## config.mk

```make
export PLATFORM = sky130hd
export DESIGN_NAME = dtree_feature_loader
export DESIGN_NICKNAME = d
export VERILOG_FILES = /design/src/rtl/dtree_feature_loader.sv
export SDC_FILE = /design/constraint.sdc
export NUM_CORES = 1
export LEC_CHECK = 0
export ABC_AREA = 0
export BUFFER_PORTS_ARGS = -buffer_cell sky130_fd_sc_hd__buf_2
export CAP_MARGIN = 0
export CELL_PAD_IN_SITES_DETAIL_PLACEMENT = 1
export CELL_PAD_IN_SITES_GLOBAL_PLACEMENT = 1
export CORE_MARGIN = 2
export CORE_UTILIZATION = 41
export DETAILED_ROUTE_END_ITERATION = 8
export PLACE_DENSITY_LB_ADDON = 0.1
export SYNTH_ARGS = -nofsm -noshare
export SYNTH_HDL_FRONTEND = slang
export SYNTH_SLANG_ARGS = --single-unit
```

## constraint.sdc

```tcl
create_clock -name clk -period 3.5 [get_ports clk]
set_input_delay 0.35 -clock clk [delete_from_list [all_inputs] [get_ports clk]]
set_output_delay 0.35 -clock clk [all_outputs]
set_load 0.01 [all_outputs]
```

## src/rtl/dtree_feature_loader.sv

```systemverilog
// dtree_feature_loader: assembles byte-serial features into a parallel bus for
// the decision tree, waits a settle time, captures the class and hands it off
// on a valid/ready port. Frames are length-checked and counted.
module dtree_feature_loader #(
  parameter int N_FEAT  = 45,
  parameter int SETTLE  = 2,
  parameter int CLASS_W = 5
) (
  input  logic                  clk,
  input  logic                  rst,
  input  logic [7:0]            s_data,
  input  logic                  s_valid,
  input  logic                  s_last,
  output logic                  s_ready,
  output logic [8*N_FEAT-1:0]   feat_bus,
  input  logic [CLASS_W-1:0]    class_in,
  output logic [CLASS_W-1:0]    m_class,
  output logic                  m_valid,
  input  logic                  m_ready,
  output logic                  frame_err,
  output logic [15:0]           ok_count,
  output logic [7:0]            err_count
);

  localparam int            SW          = (SETTLE > 1) ? $clog2(SETTLE) : 1;
  localparam logic [7:0]    LAST_IDX    = 8'(N_FEAT - 1);
  localparam logic [SW-1:0] SETTLE_INIT = SW'(SETTLE - 1);

  typedef enum logic [1:0] {
    S_LOAD,
    S_DRAIN,
    S_SETTLE,
    S_OUT
  } state_t;

  state_t        state, state_n;
  logic [7:0]    cnt, cnt_n;
  logic [SW-1:0] settle_cnt, settle_n;
  logic          accept;
  logic          wr_feat;
  logic          capture;
  logic          m_valid_n;
  logic          frame_err_n;
  logic          ok_inc;
  logic          err_inc;

  // Ready depends only on state; held low while reset is asserted.
  assign s_ready = !rst && (state == S_LOAD || state == S_DRAIN);
  assign accept  = s_valid && s_ready;

  // Next-state decode: frame length checks, settle countdown and handshake.
  always_comb begin
    state_n     = state;
    cnt_n       = cnt;
    settle_n    = settle_cnt;
    m_valid_n   = m_valid;
    wr_feat     = 1'b0;
    capture     = 1'b0;
    frame_err_n = 1'b0;
    ok_inc      = 1'b0;
    err_inc     = 1'b0;
    case (state)
      S_LOAD: begin
        if (accept) begin
          wr_feat = 1'b1;
          cnt_n   = 8'd0;
          if (cnt == LAST_IDX) begin
            if (s_last) begin
              state_n  = S_SETTLE;
              settle_n = SETTLE_INIT;
            end else begin
              frame_err_n = 1'b1;
              err_inc     = 1'b1;
              state_n     = S_DRAIN;
            end
          end else if (s_last) begin
            frame_err_n = 1'b1;
            err_inc     = 1'b1;
          end else begin
            cnt_n = cnt + 8'd1;
          end
        end
      end
      S_DRAIN: begin
        if (accept && s_last) state_n = S_LOAD;
      end
      S_SETTLE: begin
        if (settle_cnt == '0) begin
          capture   = 1'b1;
          m_valid_n = 1'b1;
          ok_inc    = 1'b1;
          state_n   = S_OUT;
        end else begin
          settle_n = settle_cnt - SW'(1);
        end
      end
      S_OUT: begin
        if (m_ready) begin
          m_valid_n = 1'b0;
          state_n   = S_LOAD;
        end
      end
      default: state_n = S_LOAD;
    endcase
  end

  // FSM state, byte index and settle counter registers.
  always_ff @(posedge clk) begin
    if (rst) begin
      state      <= S_LOAD;
      cnt        <= 8'd0;
      settle_cnt <= '0;
    end else begin
      state      <= state_n;
      cnt        <= cnt_n;
      settle_cnt <= settle_n;
    end
  end

  // Output port registers and saturating frame/error counters.
  always_ff @(posedge clk) begin
    if (rst) begin
      m_class   <= '0;
      m_valid   <= 1'b0;
      frame_err <= 1'b0;
      ok_count  <= 16'd0;
      err_count <= 8'd0;
    end else begin
      m_valid   <= m_valid_n;
      frame_err <= frame_err_n;
      if (capture) m_class <= class_in;
      if (ok_inc && ok_count != 16'hFFFF) ok_count <= ok_count + 16'd1;
      if (err_inc && err_count != 8'hFF) err_count <= err_count + 8'd1;
    end
  end

  // Feature slots: only an accepted LOAD byte writes its slot; never cleared otherwise.
  always_ff @(posedge clk) begin
    if (rst) begin
      feat_bus <= '0;
    end else begin
      for (int k = 0; k < N_FEAT; k++) begin
        if (wr_feat && cnt == 8'(k)) feat_bus[8*k +: 8] <= s_data;
      end
    end
  end

endmodule

```

==> results of run 1 <==
[worst max-delay path, cell delays in order (launching register included)]
cell and delay [ns]:
dfxtp_1 0.41, or4b_4 0.71, nor3_1 0.70, nand2_1 0.47, nand2_1 0.18, a21oi_1 0.08
[cell families after synthesis]
family | count (synthesis) | synth area share (%)
AOI/OAI and AO/OA | 350 | 12.0
xor gates and xnor gates | 17 | 0.990
adders and majority gates | 6 | 0.499
buffers and inverters | 148 | 3.94
DFF | 402 | 53.5
muxes | 47 | 3.17
and+or+nand+nor | 908 | 26.0
[registers in the layout, summed over array words and instances (netlist names)]
signal	cells
feat_bus	360
ok_count	16
cnt	8
err_count	8
m_class	5
state	2
frame_err	1
m_valid	1
settle_cnt	1
[final timing paths]
path	startpoint	to	slack, ns	cells past startpoint
worst max register to register	state[1]$_SDFFE_PP0P_	feat_bus[49]$_SDFFE_PP0P_	0.80	5
worst min-delay path	class_in[2]	m_class[2]$_SDFFE_PP0P_	0.04	3
worst max-delay path	state[1]$_SDFFE_PP0P_	feat_bus[49]$_SDFFE_PP0P_	0.80	5
worst min register to register	feat_bus[142]$_SDFFE_PP0P_	feat_bus[142]$_SDFFE_PP0P_	0.45	2
[per-layer routing]
| metal | GRT usage [%] | part of all wire [%] | vias up |
|---|---|---|---|
| li1 | - | - | 6913 |
| met1 | 35.2 | 43 | 7157 |
| met2 | 48.3 | 48 | 381 |
| met3 | 8.51 | 6.9 | 89 |
| met4 | 9.41 | 2.8 | 0 |
| met5 | 0 | 0 | - |
[layout make-up]
class,instances,area share [%]
clock buffers,65,6.98
clock inverters,15,0.966
inverters,5,0.0992
multi-input cells,1328,33.9
flip-flops and latches,402,42.5
well taps,468,3.10
repair buffers,445,12.4
[synthesized netlist by cell type, types with 2 or more instances]
cell	count	area (sq um)
a21oi_1	335	1680
o2111ai_1	2	17.5
nor3_1	11	55.1
nor2_1	84	315
and4_1	2	17.5
mux2i_1	45	450
buf_2	15	75.1
ha_1	6	75.1
nor4_4	2	42.5
nand4_1	11	68.8
nand2_1	606	2270
buf_1	5	18.8
nand2b_1	5	31.3
o21ai_0	4	20.0
nor4_1	2	12.5
and3_1	23	144
buf_6	2	22.5
nor2b_1	5	31.3
nand3_1	127	636
inv_1	5	18.8
nor2_2	3	18.8
nand3b_1	2	15.0
xnor2_1	8	70.1
dfxtp_1	402	8050
or3_1	6	37.5
xor2_1	9	78.8
nor3_2	4	40.0
clkbuf_1	120	450
[where the power goes]
part           switching, mW  total, mW  internal [mW]
logic                  0.248      0.297         0.0492
clock network           1.92       4.83           2.91
registers            0.00615       4.59           4.58
==> summary.txt, run 1 <==
Initial DRT Pass Iterations = 4
Detailed Place HPWL = 37200 um
commonest non-fill, non-tap cells in the layout = nand2_1, buf_2, dfxtp_1, a21oi_1, nand3_1
Post-synth EDFFs = 0
die footprint = 38200 sq um
vias = 14500
MaxCap Viol Count = 0
CTS root buf = clkbuf_16
Net Count, Synth = 1902
CTS Buffer Depth = 3
ys flop type = dfxtp_1
Hold WS = 0.0384 ns
core footprint = 36300 sq um
Design Power = 9.71 mW
hold-fix buffers at CTS = 1
ANT nets after route = 0
DRT Wirelength = 56000 um
gr ovfl total = 0
Max FO, Critical Path = 14
DP Area = 17400 sq um
Post-Layout Cell Count = 2728
Pins Over Slew Limit = 0
Die Y-Extent = 196 um
Nets = 2250
diode count = 0
placed insts = 2647
Power Density = 514 nW/um^2
period utilization = 77.1%
RSZ-0062 raised after global routing = no
vias in the first global route = 14700
Final Instance Area = 18900 sq um
Seq/Total Area, Yosys = 53.5%
Site Rows = 70
Setup Skew = 0.0214 ns
layout cells sized above 1 = 24.0%
Hold Fails Final Rpt = 0
clk_lat worst skew = 0.58 ns
Die X = 196 um
TritonCTS clock tree = yes
commonest non-fill, non-tap cell in the layout = nand2_1
FILL cells = 4498
Placer Congestion = 0.784
status = finished clean
post-cts resize count = 0
critical path launch point type = register
via/cell ratio = 5.33
H-Tree Depth = 2
Critical Setup Path Class = register to register
initial antenna violation count = 0
required time of the worst setup path = 3.93 ns
Initial Utilization = 41.4%
Max Fclk = 0.370 GHz
final-report setup violation count = 0
area of the mapped netlist = 15000 sq um
Initial DRC Count = 744
largest net degree at the start of global routing = 211
P_leak = 7.98 nW
CTS buffer count = 44
flops & latches, synth = 402
Yosys cell types = 55
postcts setup bufs = 0
IO buf count = 409
Post-synth ARST share = 0%
area occupied by multi-input gates = 6420 sq um
worst setup margin = 0.800 ns
max_slew headroom = 11.4%
Reg clk slew, reported paths = 0.06 ns
Post-Route Setup TNS = 0 ns
worst vdd ir = 0.314 mV
DRC Markers = 0
Worst EP arrival = 3.13 ns
I/O pin cnt = 410
post-route minimum period = 2.70 ns
Synth warnings = 0
Mapped Cells = 1878
GRT Total Usage = 28.7%
CP Capture Type = register
WL per Instance = 20.5 um
utilization after layout = 52.0%
FF+latch area = 8050 sq um
Place WS = 0.703 ns
worst hold-check path type = primary input to register
P&R area growth vs syn = 25.7%
clock sinks = 402
syn_area_per_cell = 8.01 sq um
Slew @ Worst Pin = 1.32 ns
first-pass GRT wire length = 85800 um
Note: power is estimated with default switching activity, not from simulation.
==> run 2, diff against run 1 <==
--- a/config.mk
+++ b/config.mk
@@ -11,7 +11,7 @@
 export CELL_PAD_IN_SITES_DETAIL_PLACEMENT = 1
 export CELL_PAD_IN_SITES_GLOBAL_PLACEMENT = 1
 export CORE_MARGIN = 2
-export CORE_UTILIZATION = 41
+export CORE_UTILIZATION = 38
 export DETAILED_ROUTE_END_ITERATION = 8
 export PLACE_DENSITY_LB_ADDON = 0.1
 export SYNTH_ARGS = -nofsm -noshare
==> constraint.sdc (replaced) <==
create_clock -name clk -period 2.6 [get_ports clk]
set_input_delay 0.26 -clock clk [delete_from_list [all_inputs] [get_ports clk]]
set_output_delay 0.26 -clock clk [all_outputs]
set_load 0.01 [all_outputs]
==> summary.txt, run 2 (synthesis gave the netlist of run 1 again) <==
P&R area growth vs syn = 29.4%
Critical Path Source = cnt[0]$_SDFFE_PP0P_
CP Capture Type = register
WL per Instance = 20.2 um (-1.5%)
Hold Fails Final Rpt = 0 (unchanged)
Power Density = 706 nW/um^2 (+38%)
first-pass GRT wire length = 86800 um (+1.1%)
utilization after layout = 50.1% (-1.9 points)
status = finished clean
CTS buffer count = 45 (+2.3%)
Pins Over Slew Limit = 0 (unchanged)
max_slew headroom = 25.9% (+14 points)
period utilization = 90.4% (+13 points)
P_leak = 8.21 nW (+2.8%)
Critical Setup Path Class = register to register
most used cell, CP = nand2_1
Die X = 203 um (+3.8%)
DRC Markers = 0 (unchanged)
hold-fix buffers at CTS = 6 (+5)
Design Power = 13.7 mW (+42%)
postcts setup bufs = 0 (unchanged)
Hold Crit Depth = 3 (unchanged)
worst setup margin = 0.250 ns (-0.551 ns)
layout cells sized above 1 = 24.6% (+0.64 points)
gr ovfl total = 0 (unchanged)
core footprint = 38800 sq um (+6.8%)
die footprint = 41200 sq um (+7.7%)
initial antenna violation count = 0 (unchanged)
Worst path top cell family by delay = simple AND/OR/NAND/NOR gates
Setup Skew = 0.0193 ns (-0.00209 ns)
Site Rows = 72 (+2.9%)
CTS root buf = clkbuf_16
Crit. path cell count = 7 (+2)
clk_lat worst skew = 0.59 ns (about the same)
R2R Path Start = cnt[0]$_SDFFE_PP0P_
TritonCTS clock tree = yes
H-Tree Depth = 2 (unchanged)
Reg clk slew, reported paths = 0.06 ns (about the same)
GRT Total Usage = 27.0% (-1.7 points)
critical path launch point type = register
Critical Path Max Stage Delay = 0.63 ns (-0.08 ns)
vias = 14600 (+0.36%)
Placer Congestion = 0.796 (+1.5%)
DRT Wirelength = 56800 um (+1.3%)
worst hold-check path type = primary input to register
clock sinks = 402 (unchanged)
Initial DRC Count = 619 (-17%)
I/O pin cnt = 410 (unchanged)
Initial Utilization = 38.8% (-2.6 points)
final-report setup violation count = 0 (unchanged)
CTS Buffer Depth = 3 (unchanged)
R2R depth = 7 (+2)
MaxCap Viol Count = 0 (unchanged)
Initial DRT Pass Iterations = 5 (+1)
Largest regs = feat_bus (360), ok_count (16)
largest net degree at the start of global routing = 201 (-4.7%)
commonest non-fill, non-tap cell in the layout = nand2_1
IO buf count = 409 (unchanged)
Crit-path slowest cell = or4_1
ANT nets after route = 0 (unchanged)
crit-path cells = inv_1 -> ha_2 -> buf_4 -> nand2_1 -> or4_1 -> nand2_1 -> a21oi_1
Hold WS = 0.0642 ns (+0.0258 ns)
crit path capture = feat_bus[34]$_SDFFE_PP0P_
commonest non-fill, non-tap cells in the layout = nand2_1, buf_2, dfxtp_1, a21oi_1, nand3_1
diode count = 0 (unchanged)
Slew @ Worst Pin = 1.11 ns (-0.212 ns)
RSZ-0062 raised after global routing = no
Max FO, Critical Path = 37 (+23)
post-route minimum period = 2.35 ns (-0.349 ns)
Largest register FFs = 360 (unchanged)
Post-Route Setup TNS = 0 ns (unchanged)
largest register by flop count = feat_bus
Worst EP arrival = 2.76 ns (-0.37 ns)
Place WS = 0.272 ns (-0.431 ns)
Detailed Place HPWL = 37200 um (about the same)
Max Fclk = 0.425 GHz (+15%)
R2R setup slack = 0.25 ns (-0.55 ns)
FILL cells = 4745 (+5.5%)
required time of the worst setup path = 3.01 ns (-0.92 ns)
RR Endpoint = feat_bus[34]$_SDFFE_PP0P_
via/cell ratio = 5.20 (-2.4%)
Buffers & Inverters on Critical Path = 2 (+2)
post-cts resize count = 0 (unchanged)
Nets = 2275 (+1.1%)
Die Y-Extent = 203 um (+3.8%)
worst vdd ir = 0.447 mV (+43%)
vias in the first global route = 14900 (+1.4%)
==> run 2: cell count changes in the layout (fill, tap and decap cells not counted), sizes merged, moves of 2 or more <==
cell and change:
clkinv -6, clkinvlp +2, bufinv +4, buf +19, dlygate4sd3 +5, clkbuf +4
==> run 2: where the power goes <==
group / switching, mW / internal (mW) / leakage [nW]
Combinational: 0.338 / 0.0863 / 4.15
Clock: 2.65 / 4.49 / 0.819
Sequential: 0.00829 / 6.17 / 3.24
Total: 3.00 / 10.8 / 8.21
==> run 2: how the worst min path moves through the flow <==
stage | endpoint | startpoint | slack (ns)
6_report | state[1]$_SDFFE_PP0P_ | s_last | 0.06
4_1_cts | state[1]$_SDFFE_PP0P_ | s_last | 0.04
5_1_grt | state[1]$_SDFFE_PP0P_ | s_last | 0.06
3_3_place_gp | feat_bus[127]$_SDFFE_PP0P_ | feat_bus[127]$_SDFFE_PP0P_ | 0.43
2_1_floorplan | m_class[0]$_SDFFE_PP0P_ | class_in[0] | 0.40
3_5_place_dp | feat_bus[109]$_SDFFE_PP0P_ | feat_bus[109]$_SDFFE_PP0P_ | 0.44
==> run 2: per-layer routing <==
layer  vias up  track usage (%)  part of all wire [%]
met1      7168             32.7                    42
met4         0             9.52                   3.1
met5         -                0                     0
met3        93             7.75                   7.0
met2       374             45.9                    48
li1       6958                -                     -
==> run 2: area by class of cell <==
class | instances | area (sq um) | area share (%)
Tap cell | 518 | 648 | 3.33
Clock inverter | 14 | 279 | 1.43
Clock buffer | 69 | 1400 | 7.18
Multi-Input combinational cell | 1328 | 6420 | 33.0
Sequential cell | 402 | 8050 | 41.3
Timing Repair Buffer | 469 | 2660 | 13.7
Inverter | 5 | 18.8 | 0.0964
==> run 2: per-stage QoR <==
stage                     instances  cell area, sq um
final                          2805             19500
after global routing           2805             19500
after CTS                      2805             19500
after detailed placement       2716             17700
after global placement         2716             17700
after floorplan                1878             15000
==> run 2: tightest hold or removal path, delay by kind of cell <==
kind	cells	cell delay [ns]
buf+inv	1	0.14
simple gates	1	0.12
compound gates	1	0.07
==> run 3, diff against run 2 <==
--- a/config.mk
+++ b/config.mk
@@ -5,7 +5,6 @@
 export SDC_FILE = /design/constraint.sdc
 export NUM_CORES = 1
 export LEC_CHECK = 0
-export ABC_AREA = 0
 export BUFFER_PORTS_ARGS = -buffer_cell sky130_fd_sc_hd__buf_2
 export CAP_MARGIN = 0
 export CELL_PAD_IN_SITES_DETAIL_PLACEMENT = 1
@@ -14,6 +13,7 @@
 export CORE_UTILIZATION = 38
 export DETAILED_ROUTE_END_ITERATION = 8
 export PLACE_DENSITY_LB_ADDON = 0.1
+export SKIP_CTS_REPAIR_TIMING = 1
 export SYNTH_ARGS = -nofsm -noshare
 export SYNTH_HDL_FRONTEND = slang
 export SYNTH_SLANG_ARGS = --single-unit
==> constraint.sdc (replaced) <==
create_clock -name clk -period 2.2 [get_ports clk]
set_input_delay 0.22 -clock clk [delete_from_list [all_inputs] [get_ports clk]]
set_output_delay 0.22 -clock clk [all_outputs]
set_load 0.01 [all_outputs]
==> summary.txt, run 3 (synthesis gave the netlist of run 1 again) <==
TritonCTS clock tree = yes
Max Fclk = 0.457 GHz (+7.5%)
worst hold-check path type = primary input to register
H-Tree Depth = 2 (unchanged)
initial antenna violation count = 0 (unchanged)
switch share = 22.8% (+0.99 points)
period utilization = 99.4% (+9.0 points)
Placer Congestion = 0.808 (+1.6%)
I/O pin cnt = 410 (unchanged)
final-report setup violation count = 0 (unchanged)
WL per Instance = 20.3 um (+0.51%)
Int Power = 11.7 mW (+8.5%)
layout cells sized above 1 = 28.3% (+3.7 points)
Crit-path slowest cell = or4_4
P_leak = 8.37 nW (+2.0%)
Hold Fails Final Rpt = 0 (unchanged)
Hold WS = 0.0315 ns (-0.0328 ns)
Detailed Place HPWL = 37500 um (+0.77%)
gr ovfl total = 0 (unchanged)
Seq pwr share = 48.3% (+3.4 points)
CP Capture Type = register
ANT nets after route = 0 (unchanged)
Logic pwr share = 3.5% (+0.4 points)
CTS buffer count = 45 (unchanged)
DRC Markers = 0 (unchanged)
P&R area growth vs syn = 32.0%
Critical Path Max Stage Delay = 0.60 ns (-0.03 ns)
FILL cells = 4775 (+0.63%)
Worst path top cell family by delay = simple AND/OR/NAND/NOR gates
RSZ-0062 raised after global routing = yes
clock sinks = 402 (unchanged)
clk_lat worst skew = 0.56 ns (-0.03 ns)
Max FO, Critical Path = 5 (-86%)
Slew @ Worst Pin = 1.12 ns (+0.0102 ns)
Power Density = 761 nW/um^2 (+7.7%)
required time of the worst setup path = 2.65 ns (-0.36 ns)
IO buf count = 409 (unchanged)
CTS root buf = clkbuf_16
Initial DRT Pass Iterations = 4 (-1)
core footprint = 38800 sq um (unchanged)
Site Rows = 72 (unchanged)
Critical Setup Path Class = register to register
Largest regs = feat_bus (360), ok_count (16)
commonest non-fill, non-tap cells in the layout = nand2_1, buf_2, dfxtp_1, a21oi_1, nand3_1
commonest non-fill, non-tap cell in the layout = nand2_1
Design Power = 15.1 mW (+9.9%)
post-route minimum period = 2.19 ns (-0.164 ns)
Largest register FFs = 360 (unchanged)
max_slew headroom = 25.2% (-0.68 points)
Post-Layout Cell Count = 2838 (+1.2%)
Initial DRC Count = 632 (+2.1%)
CTS Buffer Depth = 3 (unchanged)
utilization after layout = 51.2% (+1.0 points)
Buffers & Inverters on Critical Path = 0 (-2)
vias in the first global route = 14900 (-0.62%)
area occupied by multi-input gates = 6650 sq um (+3.7%)
Die X = 203 um (unchanged)
Initial Utilization = 38.8% (unchanged)
diode count = 0 (unchanged)
DRT Wirelength = 57700 um (+1.7%)
status = finished clean
Worst EP arrival = 2.64 ns (-0.12 ns)
first-pass GRT wire length = 86500 um (-0.33%)
via/cell ratio = 5.18 (-0.41%)
MaxCap Viol Count = 0 (unchanged)
Reg clk slew, reported paths = 0.06 ns (about the same)
largest register by flop count = feat_bus
die footprint = 41200 sq um (unchanged)
worst vdd ir = 0.571 mV (+28%)
Net Switching = 3.44 mW (+15%)
crit-path cells = or4b_4 -> or4_4 -> a21oi_4 -> and2b_1 -> mux2_4
Pins Over Slew Limit = 0 (unchanged)
FF+latch area = 8050 sq um (about the same)
placed insts = 2741 (+0.92%)
largest net degree at the start of global routing = 235 (+17%)
clock share of power = 48.1% (-3.9 points)
critical path launch point type = register
vias = 14700 (+0.76%)
GRT Total Usage = 26.9% (-0.16 points)
Nets = 2315 (+1.8%)
Setup Skew = 0.0126 ns (-0.00671 ns)
Die Y-Extent = 203 um (unchanged)
[run 3: changes by cell type in the layout (fill, tap and decap cells not counted), sizes merged]
cell      change
clkinvlp      -1
clkbuf        -1
inv           -1
buf          +37
bufinv        -6
clkinv        +5
[run 3: path summary, 6_finish.rpt]
kind / start / end / slack [ns] / cells after the start
min: s_data[7] / feat_bus[295]$_SDFFE_PP0P_ / 0.03 / 3
min reg2reg: feat_bus[37]$_SDFFE_PP0P_ / feat_bus[37]$_SDFFE_PP0P_ / 0.45 / 2
max reg2reg: cnt[5]$_SDFFE_PP0P_ / err_count[4]$_SDFFE_PP0P_ / 0.01 / 5
max: cnt[5]$_SDFFE_PP0P_ / err_count[4]$_SDFFE_PP0P_ / 0.01 / 5
[run 3: routing by layer]
| metal | wire, um | up-vias | GRT usage [%] |
|---|---|---|---|
| met5 | 0 | - | 0 |
| met4 | 1590 | 0 | 8.99 |
| met3 | 3720 | 87 | 7.72 |
| met1 | 23900 | 7239 | 32.3 |
| met2 | 28500 | 342 | 46.0 |
| li1 | - | 7036 | - |
[run 3: cell type report]
class / count / share of cell area [%]
multi-input combinational: 1328 / 33.5
timing repair buffer: 509 / 15.6
clock buffer: 65 / 6.45
clock inverter: 11 / 0.561
sequential: 402 / 40.5
tap: 518 / 3.26
inverter: 5 / 0.0945
[run 3: power groups by stage]
stage                     registers [mW]  logic [mW]  clock network, mW
final                               7.30       0.534               7.27
after global routing                7.30       0.565               7.74
after CTS                           7.30       0.514               7.43
after detailed placement            7.46       0.513                  0
after global placement              7.46       0.510                  0
after floorplan                     7.47       0.268                  0
[run 3: through the flow]
step / setup TNS [ns] / setup slack [ns] / area [sq um]
2_1_floorplan: -0.160 / -0.106 / 15100
5_1_grt: -0.972 / -0.0571 / 19900
4_1_cts: -8.20 / -0.115 / 19400
3_3_place_gp: -1.74 / -0.0355 / 18000
3_5_place_dp: -5.79 / -0.0900 / 18000
6_report: 0 / 0.0132 / 19900
[run 3: worst register-to-register path: cells and delay by family (launching register included)]
kind            cells  cell delay (ns)
compound gates      1             0.17
simple gates        3             1.24
mux                 1             0.30
flops               1             0.37
